<file path="config.mk">
export PLATFORM = sky130hd
export DESIGN_NAME = mux_arbitro_rr
export DESIGN_NICKNAME = d
export VERILOG_FILES = /design/src/rtl/mux_arbitro_rr.sv
export SDC_FILE = /design/constraint.sdc
export NUM_CORES = 1
export LEC_CHECK = 0
export ABC_AREA = 1
export CAP_MARGIN = 0
export CORE_MARGIN = 1.5
export CORE_UTILIZATION = 40
export DETAILED_ROUTE_END_ITERATION = 7
export PLACE_DENSITY_LB_ADDON = 0.1
export SYNTH_ARGS = -nofsm -noshare
export SYNTH_HDL_FRONTEND = slang
export SYNTH_SLANG_ARGS = --single-unit
</file>
<file path="constraint.sdc">
create_clock -name clk -period 2.8 [get_ports clk]
set_clock_uncertainty 0.15 [all_clocks]
set_input_delay 0.56 -clock clk [delete_from_list [all_inputs] [get_ports clk]]
set_output_delay 0.56 -clock clk [all_outputs]
set_load 0.005 [all_outputs]
</file>
<file path="src/rtl/mux_arbitro_rr.sv">
// -----------------------------------------------------------------------------
// mux_arbitro_rr
//
// Purpose:
//   N-channel arbitrating multiplexer. Each cycle it selects one requesting
//   source FIFO (round-robin or fixed priority), pops it, and registers the
//   popped word, its channel index and a valid flag toward the downstream FIFO.
//   A granted channel may keep the grant for up to BURST_LEN consecutive words.
//
// Handshake:
//   valid_in[i] means source FIFO i holds a word. pop[i] is the read strobe; a
//   word moves out of FIFO i exactly in a cycle where valid_in[i] && pop[i].
//   pop never asserts for a channel whose valid_in bit is low, so the source
//   FIFO never sees a read while empty. Downstream there is no ready signal:
//   pausa (almost-full) stops new pops, and valid_out marks each new word on
//   salida_mux for exactly one cycle.
//
// Ports:
//   clk           in   rising-edge clock
//   reset_L       in   asynchronous active-low reset
//   enb           in   block enable; low clears outputs and idles the arbiter
//   pausa         in   downstream almost-full; freezes the arbiter, no pops
//   valid_in      in   [NUM_CH] per-channel "word available"
//   entradas_mux  in   [NUM_CH*DATA_WIDTH] channel i at [i*DATA_WIDTH +: DATA_WIDTH]
//   pop           out  [NUM_CH] one-hot or zero read strobe (combinational)
//   salida_mux    out  [DATA_WIDTH] registered selected word
//   valid_out     out  registered; salida_mux carries a new word this cycle
//   canal_out     out  [CH_W] registered channel index of salida_mux
//   estado_dbg    out  [2] current arbiter state (0 INACTIVO, 1 ARBITRA, 2 RAFAGA)
// -----------------------------------------------------------------------------
module mux_arbitro_rr #(
    parameter int DATA_WIDTH = 4,
    parameter int NUM_CH     = 4,
    parameter int BURST_LEN  = 1,
    parameter int MODO       = 0,
    localparam int CH_W      = (NUM_CH > 1) ? $clog2(NUM_CH) : 1
) (
    input  logic                         clk,
    input  logic                         reset_L,
    input  logic                         enb,
    input  logic                         pausa,
    input  logic [NUM_CH-1:0]            valid_in,
    input  logic [NUM_CH*DATA_WIDTH-1:0] entradas_mux,
    output logic [NUM_CH-1:0]            pop,
    output logic [DATA_WIDTH-1:0]        salida_mux,
    output logic                         valid_out,
    output logic [CH_W-1:0]              canal_out,
    output logic [1:0]                   estado_dbg
);

    localparam int CNT_W = $clog2(BURST_LEN + 1);
    localparam logic [CNT_W-1:0] BURST_MAX = CNT_W'(BURST_LEN);
    localparam logic [CNT_W-1:0] CNT_UNO   = CNT_W'(1);
    localparam logic [CH_W-1:0]  PTR_RST   = CH_W'(NUM_CH - 1);

    typedef enum logic [1:0] {
        INACTIVO = 2'd0,
        ARBITRA  = 2'd1,
        RAFAGA   = 2'd2
    } estado_t;

    estado_t           estado, estado_n;
    logic [CH_W-1:0]   ptr, ptr_n;        // last channel that finished a grant
    logic [CH_W-1:0]   actual, actual_n;  // channel owning the current burst
    logic [CNT_W-1:0]  cnt, cnt_n;        // words already given in this burst

    // Arbitration results
    logic [CH_W-1:0]   scan_base;
    logic [CH_W-1:0]   cand;
    logic              rr_found;
    logic [CH_W-1:0]   rr_idx;
    logic              fp_found;
    logic [CH_W-1:0]   fp_idx;
    logic              hold;
    logic              win_found;
    logic [CH_W-1:0]   win_idx;
    logic              go;

    logic [DATA_WIDTH-1:0] dato_canal [NUM_CH];

    for (genvar g = 0; g < NUM_CH; g++) begin : g_unpack
        assign dato_canal[g] = entradas_mux[g*DATA_WIDTH +: DATA_WIDTH];
    end

    assign estado_dbg = estado;

    // -------------------------------------------------------------------------
    // Arbitration (combinational, so a valid_in change is seen the same cycle)
    // -------------------------------------------------------------------------
    always_comb begin
        // While a burst is ending, the scan starts after the burst owner; this
        // is the same pointer value the burst end will write into ptr.
        scan_base = (estado == RAFAGA) ? actual : ptr;

        rr_found = 1'b0;
        rr_idx   = '0;
        cand     = '0;
        for (int k = 1; k <= NUM_CH; k++) begin
            cand = CH_W'((int'(scan_base) + k) % NUM_CH);
            if (!rr_found && valid_in[cand]) begin
                rr_found = 1'b1;
                rr_idx   = cand;
            end
        end

        // Descending scan: the lowest requesting index is the last one written.
        fp_found = 1'b0;
        fp_idx   = '0;
        for (int i = NUM_CH - 1; i >= 0; i--) begin
            if (valid_in[i]) begin
                fp_found = 1'b1;
                fp_idx   = CH_W'(i);
            end
        end

        hold = (estado == RAFAGA) && valid_in[actual] && (cnt < BURST_MAX);

        if (hold) begin
            win_found = 1'b1;
            win_idx   = actual;
        end else if (MODO == 1) begin
            win_found = fp_found;
            win_idx   = fp_idx;
        end else begin
            win_found = rr_found;
            win_idx   = rr_idx;
        end

        go = reset_L && enb && !pausa && (estado != INACTIVO) && win_found;
    end

    // -------------------------------------------------------------------------
    // State register
    // -------------------------------------------------------------------------
    always_ff @(posedge clk or negedge reset_L) begin
        if (!reset_L) begin
            estado <= INACTIVO;
            ptr    <= PTR_RST;
            actual <= '0;
            cnt    <= '0;
        end else begin
            estado <= estado_n;
            ptr    <= ptr_n;
            actual <= actual_n;
            cnt    <= cnt_n;
        end
    end

    // -------------------------------------------------------------------------
    // Next-state logic
    // -------------------------------------------------------------------------
    always_comb begin
        estado_n = estado;
        ptr_n    = ptr;
        actual_n = actual;
        cnt_n    = cnt;

        if (!enb) begin
            // ptr survives a disable so arbitration resumes where it left off.
            estado_n = INACTIVO;
            cnt_n    = '0;
        end else if (pausa) begin
            // Everything frozen: a paused burst resumes with the same count.
        end else begin
            case (estado)
                INACTIVO: begin
                    estado_n = ARBITRA;
                end
                ARBITRA: begin
                    if (go) begin
                        actual_n = win_idx;
                        cnt_n    = CNT_UNO;
                        if (BURST_LEN > 1) begin
                            estado_n = RAFAGA;
                        end else begin
                            ptr_n = win_idx;
                        end
                    end
                end
                RAFAGA: begin
                    if (hold) begin
                        cnt_n = cnt + CNT_UNO;
                        if (cnt + CNT_UNO == BURST_MAX) begin
                            ptr_n    = actual;
                            estado_n = ARBITRA;
                        end
                    end else begin
                        // Burst owner dropped its request: close the burst and
                        // grant the next winner in this same cycle.
                        ptr_n = actual;
                        if (go) begin
                            actual_n = win_idx;
                            cnt_n    = CNT_UNO;
                        end else begin
                            estado_n = ARBITRA;
                        end
                    end
                end
                default: begin
                    estado_n = INACTIVO;
                    cnt_n    = '0;
                end
            endcase
        end
    end

    // -------------------------------------------------------------------------
    // Outputs: combinational pop strobe and registered word/channel/valid
    // -------------------------------------------------------------------------
    always_comb begin
        pop = '0;
        if (go) begin
            pop[win_idx] = 1'b1;
        end
    end

    always_ff @(posedge clk or negedge reset_L) begin
        if (!reset_L) begin
            salida_mux <= '0;
            valid_out  <= 1'b0;
            canal_out  <= '0;
        end else if (!enb) begin
            salida_mux <= '0;
            valid_out  <= 1'b0;
            canal_out  <= '0;
        end else if (go) begin
            salida_mux <= dato_canal[win_idx];
            valid_out  <= 1'b1;
            canal_out  <= win_idx;
        end else begin
            valid_out  <= 1'b0;
        end
    end

endmodule

</file>
# Word-level counts from Yosys, hierarchy flattened
# Cells that the tools add are included.
[totals] regBits=14 inputBits=24 output_inout_bits=13 word_cells=105
[op_classes] add_sub_neg=5 n_lt_le_gt_ge=9 n_eq_ne=11 n_mux=50 n_bitwise=2 reduce_logical=21
[op_table] op="2-bit 2-to-1 mux" count=17
[op_table] op="4-bit 2-to-1 mux" count=5
[op_table] op="2-bit by 3-bit less-than comparator with 1-bit output (second input constant)" count=6
[op_table] op="1-bit 2-to-1 mux" count=17
[op_table] op="1-bit binary-select mux with 2-bit select" count=5
[op_table] op="1-bit logical AND" count=10
[op_table] op="2-bit != test (second input constant)" count=5
[op_table] op="4-bit binary-select mux with 2-bit select" count=1
[op_table] op="2-bit case mux with 2 select lines" count=2
[op_table] op="4-bit AND reduction" count=2
[op_table] op="2-bit case mux with 3 select lines" count=1
[op_table] op="5-bit AND reduction" count=1
[op_table] op="2-bit by 1-bit adder with 2-bit output (second input constant)" count=2
[op_table] op="2-bit adder (second input constant)" count=2
[op_table] op="1-bit logical NOT" count=4
[op_table] op="4-bit by 3-bit != test with 1-bit output (second input constant)" count=1
[op_table] op="4-bit != test (second input constant)" count=1
[op_table] op="2-bit nonzero test" count=2
[op_table] op="3-bit greater-or-equal comparator (second input constant)" count=1
[op_table] op="3-bit by 2-bit != test with 1-bit output (second input constant)" count=1
[op_table] op="2-bit inverter with 3-bit output" count=1
[op_table] op="1-bit case mux with 3 select lines" count=1
[op_table] op="1-bit demux with 2-bit select" count=1
[op_table] op="2-bit by 1-bit equality test with 1-bit output (second input constant)" count=1
[op_table] op="8 further kinds" count=8

# Logic depth before layout (Yosys ltp)
# Gate-level depths: netlist of the first run.
[logic_depth] depth_word=22 depth_mapped=15 mapped_depth_nobuf=15

# Least setup slack after synthesis of the first run
# Ideal clock, no wire load.
[synth_path] path_type="reg2out" startpoint="register ptr[0]" endpoint="output pop[1]" t_arrival_ns=1.579 required_ns=2.090 setup_slack_ns=0.511 stages_incl_launch_ff=13 n_path_buf=0 cell_sequence="dfstp_2 inv_2 nand2_1 nand2_2 nand2_1 nand2_2 nor2_4 nand3_2 nand2_4 nand2_4 inv_2 nand2_1 nor2_1"
[synth_via] elab_chain_cells=20
[synth_rtl] item="start: declaration" line="63" text="logic [CH_W-1:0] ptr, ptr_n;"
[synth_rtl] item="start signal: assignment" line="143" text="ptr <= ptr_n;"
[synth_rtl] item="2-bit 2-to-1 mux *" line="93" text="scan_base = (estado == RAFAGA) ? actual : ptr;"
[synth_rtl] item="2-bit by 1-bit adder with 2-bit output" line="99" text="cand = CH_W'((int'(scan_base) + k) % NUM_CH);"
[synth_rtl] item="1-bit binary-select mux with 2-bit select" line="100" text="if (!rr_found && valid_in[cand]) begin"
[synth_rtl] item="1-bit 2-to-1 mux (not written as such)" line="100"
[synth_rtl] item="1-bit 2-to-1 mux" line="100"
[synth_rtl] item="1-bit logical NOT" line="100"
[synth_rtl] item="1-bit logical AND" line="100"
[synth_rtl] item="1-bit 2-to-1 mux" line="100"
[synth_rtl] item="[4 not listed]"
[synth_rtl] item="1-bit logical AND" line="100"
[synth_rtl] item="2-bit 2-to-1 mux" line="100"
[synth_rtl] item="2-bit 2-to-1 mux" line="118" text="if (hold) begin"
[synth_rtl] item="2-bit by 3-bit less-than comparator with 1-bit output (not written as such) or 2-bit by 1-bit greater-or-equal comparator with 1-bit output (tied branches)" line="213" text="pop[win_idx] = 1'b1;"
[synth_rtl] item="1-bit logical AND (not written as such)" line="213"
[synth_rtl] item="1-bit 2-to-1 mux (not written as such)" line="213"
[synth_rtl] item="1-bit demux with 2-bit select" line="213"
[synth_rtl] item="4-bit 2-to-1 mux *" line="212" text="if (go) begin"
[synth_rtl] item="end: declaration" line="44" text="output logic [NUM_CH-1:0] pop,"
# Mark *: on every way between the ends. The rest lies on a longest branch, timed or not. The select of a mux whose other input is x is not followed.

# Worst setup path in the final report of the first run
[layout_path] startpoint="register ptr[0]" endpoint="output pop[3]"
# The elaborated chain is that of the path after synthesis.

==> results of run 1 <==
-- area by class of cell --
cell class / count / area (um^2)
clock buffer: 4 / 36.3
fill: 113 / 280
inverter: 11 / 46.3
multi-input combinational: 111 / 649
sequential: 10 / 253
tap: 27 / 33.8
timing repair buffer: 71 / 623
-- layer usage --
metal,global-route usage,vias up,share of wire
met5,0,-,0
met4,0.0432,0,0.018
met3,0.0604,10,0.050
met2,0.533,49,0.55
met1,0.257,543,0.38
li1,-,565,-
-- state kept, by name (all words and copies together), names as in the netlist --
register,cells
canal_out,2
estado_dbg,1
ptr,2
salida_mux,4
valid_out,1
-- path summary, 6_finish.rpt --
check                              start       endpoint  cells after the start
max                               ptr[0]         pop[3]                     14
min                        salida_mux[3]  salida_mux[3]                      2
max reg2reg                       ptr[0]  salida_mux[1]                     18
min reg2reg                salida_mux[3]  salida_mux[3]                      2
max in group asynchronous        reset_L         ptr[1]                      2
min in group asynchronous        reset_L   canal_out[1]                      2
-- cells by family (layout without fill, tap and decap cells) --
| group | count (synthesis) | in the layout | share of synthesized area |
|---|---|---|---|
| AND/OR/NAND/NOR | 105 | 105 | 0.582 |
| buffers and inverters | 12 | 86 | 0.0607 |
| flip-flops | 10 | 10 | 0.314 |
| AO/OA/AOI/OAI | 5 | 5 | 0.0389 |
| other | 1 | 1 | 0.00466 |
-- critical path, delay by kind of cell, from the launching register on --
kind                   cells  cell delay, ps
and+or+nand+nor           10             890
DFF                        1             570
buffers and inverters      4             420
-- metrics by stage --
step	hold WS, ps	setup WS, ps
after global routing	361	-173
after CTS	329	-5.10
final	334	-64.5
after detailed placement	312	-471
after floorplan	114	511
after global placement	310	-441
-- synth_stat cells, types with 2 or more instances --
master	number
inv_1	6
nor2_1	4
inv_2	5
nand2_1	73
nand2_2	6
o21ai_0	2
nor2_2	3
nand2_4	2
dfstp_2	2
dfrtp_1	8
nand3_1	12
-- report_power, final --
| part | total (uW) | switching (uW) | internal (uW) |
|---|---|---|---|
| sequential | 208 | 24.1 | 184 |
| clock | 132 | 52.8 | 79.0 |
| combinational | 1700 | 951 | 750 |
-- repair_timing --
item	in CTS	in global routing
pin swaps	13	15
gates resized for setup	25	41
setup buffers	19	5
endpoints found under the setup margin	4	8
hold buffers	0	0
==> flow_summary.yaml, run 1 <==
yosys:
  ys_warn_count: 0
  netlist_instances: 133
  syn-cell-area_um2: 805
  synth.area.top_cells: "nand2_1 34%, dfrtp_1 25%, nand3_1 7.5%, dfstp_2 6.5%, nand2_2 4.7%"
  syn_avg_cell_area_um2: 6.05
  synthesis.nets: 157
  synth.top_cell.area_share: 0.341
  synth_seq_cells: 10
  yosysSeqAreaShare: 0.314
  synth_area_leader_cell: "nand2_1"
  synth_cell_types: 21
  ys.flop_type: "dfrtp_1"
  synth_edf_count: 0
  ys_async_sr_fraction: 1.00
detailed_routing:
  num_vias: 1167
  drt_iter0_drc: 10
  vias_per_cell: 4.99
  postRouteWirelength_um: 3420
  drcViolationCount: 0
  ant_nets: 0
  first_pass_iters: 4
  wl_per_cell_um: 14.6
setup_path:
  required_ps: 2090
  crit_top_cell: "nand2_4"
  critPathMaxFanout: 7
  slowest_stage: "dfstp_2"
  worst_ep_arrival_time_ps: 2150
  critPathKind: "reg -> out"
  crit_chain: "inv_4 > nand2_2 > nand2_2 > nand2_2 > nand2_4 > nor2_4 > buf_6 > nand3_4 > nand2_4 > nand2_4 > inv_2 > nand2_4 > nor2_2 > clkbuf_2"
  regToRegSetupSlack_ps: 110
  critPathMaxStageDelay_ps: 570
  worstSetupStartpointType: "flop"
  end_kind: "primary output"
floorplanning:
  fp.dieH_um: 47.8
  core.rowCount: 16
  die_area_mm2: 0.00229
  ios: 37
  die_w_um: 47.8
  start_util: 0.419
  core_mm2: 0.00192
sta:
  finalHoldViolCount: 0
  clock.fmax_ghz: 0.349
  min_period_over_period: 1.02
  rsz0062_at_grt: "yes"
  setup_ws_ps: -64.5
  maxSlewViolCount: 0
  period_needed_ps: 2860
  fin_setup_tns_ps: -190
  setup_viol: 4
pwr:
  ir_drop_v: 0.000971
  p_leak_uw: 0.000877
  power_density_mw_per_mm2: 1240
  power_uw: 2040
finish:
  fin_cells: 234
  final_core_util: 0.854
  area_growth_pct: 104
  nNetsFinal: 232
  mostFrequentLayoutCells: "49 x nand2_1, 31 x buf_4, 27 x clkdlybuf4s50_1"
  drive_above_1_share: 0.478
  layout_commonest_cell: "nand2_1"
  design_area_mm2: 0.00164
  antennaDiodeCount: 0
place:
  gp_congestion: 0.908
  dpl_cell_area_mm2: 0.00129
  port_buffers: 35
  placed_cells: 209
  dp_hpwl_um: 1780
outcome:
  violations: "setup timing"
  status: "finished with violations"
cts:
  insertion_delay_ps: 270
  clock-sinks: 10
  cts_made_buffers: 3
  clk_pin_slew_ps: 70
  clock-root-buffer: "clkbuf_4"
  cts_max_level: 1
  ctsLongestPathBuffers: 2
  cts_tree: "built"
global_route:
  antenna_found_initial: 0
  gr-usage-all-layers: 0.258
  first_global_vias: 1053
  grt_start_max_net_pins: 11
  grt_pass1_wl_um: 4130
  grt_overflow_total: 0
min_path:
  hp-class: "reg -> reg"
flow_run:
  maxCapViolCount: 0
No activity file was read; power rests on OpenSTA's default activity.
==> run 2, diff against run 1 <==
--- a/config.mk
+++ b/config.mk
@@ -11,6 +11,7 @@
 export CORE_UTILIZATION = 40
 export DETAILED_ROUTE_END_ITERATION = 7
 export PLACE_DENSITY_LB_ADDON = 0.1
+export RECOVER_POWER = 50
 export SYNTH_ARGS = -nofsm -noshare
 export SYNTH_HDL_FRONTEND = slang
 export SYNTH_SLANG_ARGS = --single-unit
==> run 2 against run 1 <==
  * Critical path type unchanged
  * Sequential power about the same
  * Global-route usage did not move
  * The flow still finishes with violations (setup timing)
  * First-iteration DRC count unchanged
  * Register-to-register slack about the same
  * Final cell count unchanged
  * Largest power group unchanged
  * Fmax increased by 0.12%
  * Via count rose by 0.69%
  * Highest routed layer unchanged
  * Wire length is essentially flat
==> flow_summary.yaml, run 2 (synthesis gave the netlist of run 1 again) <==
cts:
  cts_made_buffers: 3
  insertion_delay_ps: 270
  cts_tree: "built"
  cts_max_level: 1
  ctsLongestPathBuffers: 2
  hold_buffers: 0
  clk_pin_slew_ps: 70
  clock-sinks: 10
  clock-root-buffer: "clkbuf_4"
pwr:
  p_leak_uw: 0.000884
  power_density_mw_per_mm2: 1240
  ir_drop_v: 0.000971
setup_path:
  critPathMaxFanout: 7
  required_ps: 2090
  worstSetupStartpointType: "flop"
  critPathKind: "reg -> out"
  end_kind: "primary output"
  worst_ep_arrival_time_ps: 2150
sta:
  rsz0062_at_grt: "yes"
  hold_ws_ps: 335
  clock.fmax_ghz: 0.350
  tightestPinTransition_ps: 575
  finalHoldViolCount: 0
  period_needed_ps: 2860
  fin_setup_tns_ps: -187
  setup_viol: 4
  maxSlewViolCount: 0
  setup_ws_ps: -61.0
  min_period_over_period: 1.02
  max_slew_margin: 0.616
detailed_routing:
  wl_met2_um: 1850
  met3_length_um: 182
  met1_length_um: 1310
  drt_iter0_drc: 10
  postRouteWirelength_um: 3430
  wl_per_cell_um: 14.6
  drcViolationCount: 0
  num_vias: 1175
  first_pass_iters: 4
  vias_per_cell: 5.02
  ant_nets: 0
  top_layer: "met4"
flow_run:
  maxCapViolCount: 0
floorplanning:
  core.rowCount: 16
  die_w_um: 47.8
  core_mm2: 0.00192
  fp.dieH_um: 47.8
  die_area_mm2: 0.00229
  ios: 37
  start_util: 0.419
place:
  placed_cells: 209
  dp_hpwl_um: 1780
  gp_congestion: 0.908
  port_buffers: 35
  pre_cts_ws_ps: -471
finish:
  antennaDiodeCount: 0
  top_regs: "salida_mux (4), canal_out (2), ptr (2)"
  fin_cells: 234
  drive_above_1_share: 0.473
  regMostFlops: "salida_mux"
  area_growth_pct: 104
  layout_commonest_cell: "nand2_1"
  nNetsFinal: 232
  mostFrequentLayoutCells: "49 x nand2_1, 30 x buf_4, 26 x nand2_2"
  largest_reg_flops: 4
global_route:
  first_global_vias: 1053
  grt_overflow_total: 0
  grt_pass1_wl_um: 4130
  gr-usage-all-layers: 0.258
  antenna_found_initial: 0
  grt_start_max_net_pins: 11
outcome:
  violations: "setup timing"
  status: "finished with violations"
min_path:
  hp-class: "reg -> reg"
[run 2: changes by cell type in the layout (fill, tap and decap cells not counted)]
| cell | before | now |
|---|---|---|
| clkbuf_1 | 0 | 1 |
| buf_4 | 31 | 30 |
| clkdlybuf4s50_1 | 27 | 22 |
| dlygate4sd3_1 | 0 | 5 |
[run 2: stage by stage]
step	instance area, um^2	utilization	total power (uW)
final	1640	0.852	2040
after global routing	1640	0.852	2170
after CTS	1500	0.779	1630
after detailed placement	1290	0.673	1290
after global placement	1290	0.673	1270
after floorplan	805	-	910
[run 2: layout make-up]
class / count / area (um^2)
repair buffers: 71 / 619
flip-flops and latches: 10 / 253
multi-input cells: 111 / 649
inverters: 11 / 46.3
fillers: 115 / 284
clock buffers: 4 / 36.3
well taps: 27 / 33.8
[run 2: path summary, 6_finish.rpt]
kind                                  to          start  slack [ps]  cells past startpoint
setup reg to reg           salida_mux[1]         ptr[0]         120                     18
min in group asynchronous      valid_out        reset_L         670                      2
max in group asynchronous  salida_mux[1]        reset_L        1450                      2
hold reg to reg            salida_mux[2]  salida_mux[2]         330                      2
hold / removal             salida_mux[2]  salida_mux[2]         330                      2
setup / recovery                  pop[3]         ptr[0]         -60                     14
[run 2: per-layer routing]
layer,vias to the layer above,track usage
li1,565,-
met1,547,0.257
met2,51,0.533
met3,12,0.0604
met4,0,0.0432
met5,-,0
[run 2: where the power goes]
| group | internal [uW] | switching [uW] | total [uW] |
|---|---|---|---|
| Combinational | 747 | 952 | 1700 |
| Sequential | 184 | 23.9 | 208 |
| Clock | 79.0 | 52.5 | 132 |
| Total | 1010 | 1030 | 2040 |
[run 2: repair_timing]
action / 4_1_cts / 5_1_grt
gates resized for setup: 25 / 41
buffers inserted: 19 / 5
endpoints found under the setup margin: 4 / 8
pin swaps: 13 / 15
endpoints found under the hold margin: 0 / 0
[run 2: critical path, stage by stage, from the launching register on]
cell	delay [ps]
dfstp_2	570
inv_4	70
nand2_2	80
nand2_2	70
nand2_2	110
nand2_4	80
nor2_4	120
buf_6	120
nand3_4	80
nand2_4	90
nand2_4	50
inv_2	100
nand2_4	70
nor2_2	140
clkbuf_2	130
==> run 3, diff against run 2 <==
--- a/config.mk
+++ b/config.mk
@@ -10,6 +10,7 @@
 export CORE_MARGIN = 1.5
 export CORE_UTILIZATION = 40
 export DETAILED_ROUTE_END_ITERATION = 7
+export GPL_TIMING_DRIVEN = 0
 export PLACE_DENSITY_LB_ADDON = 0.1
 export RECOVER_POWER = 50
 export SYNTH_ARGS = -nofsm -noshare
==> run 3 against run 2 <==
  * The flow now finishes without violations
  * Non-clock buffer count fell by 21
  * Largest power group unchanged
  * Worst hold slack worse by 150 ps
  * Sequential share of layout area up 2.6 points
  * Clock power is essentially flat
  * Clock-buffer cell count unchanged
  * Power is 21% lower
  * Die area did not move
  * Wire length decreased by 30%
==> flow_summary.yaml, run 3 (synthesis gave the netlist of run 1 again) <==
outcome:
  status: "complete, no violations"
finish:
  fillers: 175
  top_regs: "salida_mux (4), canal_out (2), ptr (2)"
  largest_reg_flops: 4
  final_core_util: 0.729
  nNetsFinal: 211
  mostFrequentLayoutCells: "63 x nand2_1, 22 x clkdlybuf4s50_1, 14 x buf_4"
  regMostFlops: "salida_mux"
  area_growth_pct: 74.2
  layout_commonest_cell: "nand2_1"
  drive_above_1_share: 0.317
  antennaDiodeCount: 0
cts:
  insertion_delay_ps: 270
  hold_buffers: 0
  cts_max_level: 1
  ctsLongestPathBuffers: 2
  cts_made_buffers: 3
  clock-sinks: 10
  cts_tree: "built"
  clk_pin_slew_ps: 70
  clock-root-buffer: "clkbuf_4"
sta:
  min_period_over_period: 0.983
  setup_viol: 0
  rsz0062_at_grt: "yes"
  period_needed_ps: 2750
  maxSlewViolCount: 0
  hold_ws_ps: 187
  clock.fmax_ghz: 0.364
  finalHoldViolCount: 0
flow_run:
  maxCapViolCount: 0
global_route:
  gr-usage-all-layers: 0.207
  grt_pass1_wl_um: 3380
  grt_overflow_total: 0
  antenna_found_initial: 0
  grt_start_max_net_pins: 12
  first_global_vias: 879
pwr:
  pwr-share-seq: 0.128
  clock_power_share: 0.082
  switchingPower_uw: 850
  p_leak_uw: 0.000773
  p_sw_frac: 0.527
  intPower_uw: 764
  comb_power_share: 0.790
  power_density_mw_per_mm2: 1150
  ir_drop_v: 0.000792
min_path:
  hp-class: "in -> async"
setup_path:
  worst-path-buf-inv: 3
  critPathKind: "reg -> out"
  critPathMaxStageDelay_ps: 570
  required_ps: 2090
  path_delay_family: "simple AND/OR/NAND/NOR gates"
  worst_ep_arrival_time_ps: 2040
  crit_chain: "inv_4 > nand2_1 > nand2_2 > nand2_4 > nand2_4 > nor2_4 > nand3_4 > nand2_4 > nand2_8 > inv_4 > nand2_2 > nor2_1 > buf_2"
  end_kind: "primary output"
  slowest_stage: "dfstp_2"
  r2r-start: "ptr[0]"
  regToRegSetupSlack_ps: 610
  worstSetupStartpointType: "flop"
  crit_top_cell: "nand2_4"
  critPathMaxFanout: 9
  reg2reg_depth: 14
  worstReg2RegEnd: "salida_mux[1]"
detailed_routing:
  postRouteWirelength_um: 2390
  num_vias: 1024
  drcViolationCount: 0
  wl_per_cell_um: 11.2
  ant_nets: 0
  vias_per_cell: 4.81
  drt_iter0_drc: 18
  first_pass_iters: 4
place:
  dp_hpwl_um: 1670
  gp_congestion: 0.823
  port_buffers: 35
floorplanning:
  die_w_um: 47.8
  fp.dieH_um: 47.8
  core.rowCount: 16
  die_area_mm2: 0.00229
  core_mm2: 0.00192
  ios: 37
  start_util: 0.419
==> run 3: changes by cell type in the layout (fill, tap and decap cells not counted), moves of 2 or more <==
cell,previous run,this run
buf_2,2,4
buf_4,30,14
buf_6,4,1
clkbuf_2,2,0
nand2_1,49,63
nand2_2,26,13
nand2_4,6,4
nand3_1,9,11
nand3_4,3,1
nor2_1,0,3
nor2_2,5,2
==> run 3: what timing repair did <==
action	in CTS	in global routing
setup buffers	10	4
pin swaps	12	11
gates cloned	0	0
resized for setup	36	11
endpoints found under the setup margin	4	4
==> run 3: worst max path at each step <==
stage	to	cells after the start	startpoint
final	pop[3]	13	ptr[0]
after floorplan	pop[1]	12	ptr[0]
after CTS	pop[0]	11	valid_in[3]
after global placement	pop[0]	12	valid_in[2]
after detailed placement	pop[0]	12	valid_in[2]
after global routing	pop[3]	13	ptr[0]
==> run 3: stage by stage <==
stage	total power (uW)	std cells	setup WS, ps	cell area (um^2)	setup TNS, ps
3_5_place_dp	1120	195	-581	1190	-2160
5_1_grt	1750	213	-43.2	1400	-147
6_report	1610	213	49.0	1400	0
2_1_floorplan	910	133	511	805	0
4_1_cts	1500	209	-21.8	1340	-31.9
3_3_place_gp	1110	195	-573	1190	-2090
==> run 3: worst register-to-register path, delay by kind of cell (launching register included) <==
kind / cells / cell delay, ps
buffers and inverters: 5 / 540
flip-flops: 1 / 570
AND/OR/NAND/NOR: 9 / 830
==> run 3: power groups by stage <==
stage | sequential [uW] | combinational, uW | clock [uW]
floorplan | 217 | 693 | 0
global placement | 221 | 887 | 0
detailed placement | 223 | 895 | 0
CTS | 211 | 1150 | 133
global route | 210 | 1400 | 141
finish | 207 | 1270 | 132
==> run 3: cell type report <==
type	instances	area, um^2	share of cell area
tap	27	33.8	0.0241
clock buffer	4	36.3	0.0259
timing repair buffer	49	437	0.312
inverter	11	48.8	0.0348
buffer	1	7.51	0.00536
sequential	10	253	0.180
multi-input combinational	111	586	0.418
==> run 3: per-layer routing <==
layer | up-vias | GRT usage | wire length, um
met2 | 35 | 0.371 | 1270
met4 | 0 | 0.0432 | 0
met1 | 475 | 0.240 | 985
met5 | - | 0 | 0
met3 | 0 | 0.0642 | 127
li1 | 514 | - | -
==> patch, RTL diff (config.mk and constraints of run 1) <==
Set the parameter `NUM_CH` to 8 (it was 4).
--- a/src/rtl/mux_arbitro_rr.sv
+++ b/src/rtl/mux_arbitro_rr.sv
@@ -30,7 +30,7 @@
 // -----------------------------------------------------------------------------
 module mux_arbitro_rr #(
     parameter int DATA_WIDTH = 4,
-    parameter int NUM_CH     = 4,
+    parameter int NUM_CH     = 8,
     parameter int BURST_LEN  = 1,
     parameter int MODO       = 0,
     localparam int CH_W      = (NUM_CH > 1) ? $clog2(NUM_CH) : 1
Ports: changed (resized canal_out, entradas_mux, pop and valid_in); port bits go from 37 to 62. The function was not compared with the original's and may differ.
==> patch against run 1 <==
  * The flow still finishes with violations (setup timing)
  * Sequential cell count up 2
  * Wire length is 87% higher
  * Worst setup slack lost 0.68 ns
  * Final area grew 100%
  * Non-clock buffer count grew 54
  * Area after synthesis increased by 130%
  * Global-route usage is 2.1 points lower
  * Critical path depth up 2
Power is not shown: default switching activity piles up to over one toggle a cycle in this logic, so the estimate is an artifact.
==> patch: results (changes against run 1) <==
[grt]
grt_pass1_wl_um=9890  ; +140%
grt_pass1_vias=2259  ; +110%
grt_use_total_pct=23.7  ; -2.1 points

[final_layout]
clock_area_share_pct=1.37  ; -0.84 points
drive_above_1_share_pct=38.1  ; -9.8 points
fillers=336  ; +200%
num-nonclk-buffers=125  ; +76%
buf_share_pct=34.3  ; -3.7 points
area_delta_synth_final_pct=79.3
multi_input_area_um2=1560  ; +140%

[synthesis]
avgSynthCellArea_um2=5.77  ; -4.6%
yosysSeqAreaShare_pct=16.6  ; -15 points
synth_cells=318  ; +140%
synthTopCellsByArea=nand2_1 (26%), dfrtp_1 (12%), nand3_1 (9.0%)
synth-seq-cells=12  ; +2
synth_cell_types=32  ; +52%
syn_nets=364  ; +130%

[critical_path]
crit_start=ptr[1]
critical_path.max_stage_delay_ns=0.55  ; -0.02 ns
r2r-end=salida_mux[3]

[sta]
setup_tns_ns=-7.11  ; -6.92 ns
hold_ws_ns=0.318  ; -0.0162 ns
fin_ws_ns=-0.748  ; -0.683 ns
finalSetupViolations=14  ; +10

[outcome]
violations=setup timing
status=finished with violations

[placement]
dpl-instance-area_um2=2800  ; +120%
numPlacedInstances=459  ; +120%
post-dp-hpwl_um=4420  ; +150%
pre_cts_ws_ns=-1.00  ; -0.533 ns
numPortBuffers=60  ; +71%

[detailed_routing]
first_pass_iters=6  ; +2
viasPerCell=4.98  ; about the same
drt_wl_total_um=6390  ; +87%
wire_per_inst_um=13.1  ; -10%

[min_path]
whs_endpoint=canal_out[0]

[clocking]
path_clk_slew_ns=0.05  ; -0.02 ns

## patch: cell count changes in the layout (fill, tap and decap cells not counted), sizes merged, moves of 3 or more
cell,before,now
nand2,81,134
inv,11,47
buf,38,72
nand3,13,44
clkdlybuf4s50,27,52
nor2,8,31
nand3b,1,12
o21ai,3,11
dlygate4sd2,4,0
o21bai,0,4
nand4,1,4
## patch: cell families after synthesis
kind of cell	after synthesis	share of synthesized area, %
AO/OA/AOI/OAI	17	6.00
XOR/XNOR	3	1.43
buffers and inverters	58	14.1
other	1	0.204
adder cells (fa/ha/maj)	2	1.36
flip-flops	12	16.6
AND/OR/NAND/NOR	225	60.3
## patch: timing repair
item,4_1_cts,5_1_grt
buffers inserted,18,8
pin swaps,25,37
cloned,0,1
setup endpoints to repair,12,18
hold endpoints to repair,0,0
gates resized for setup,65,37
## patch: per-layer routing
metal  up-vias  GRT usage [%]  wire length (µm)
li1       1228              -                 -
met1      1108           32.5              2760
met2        86           41.1              3220
met3        10           1.28               348
met4         0           5.45                66
met5         -              0                 0
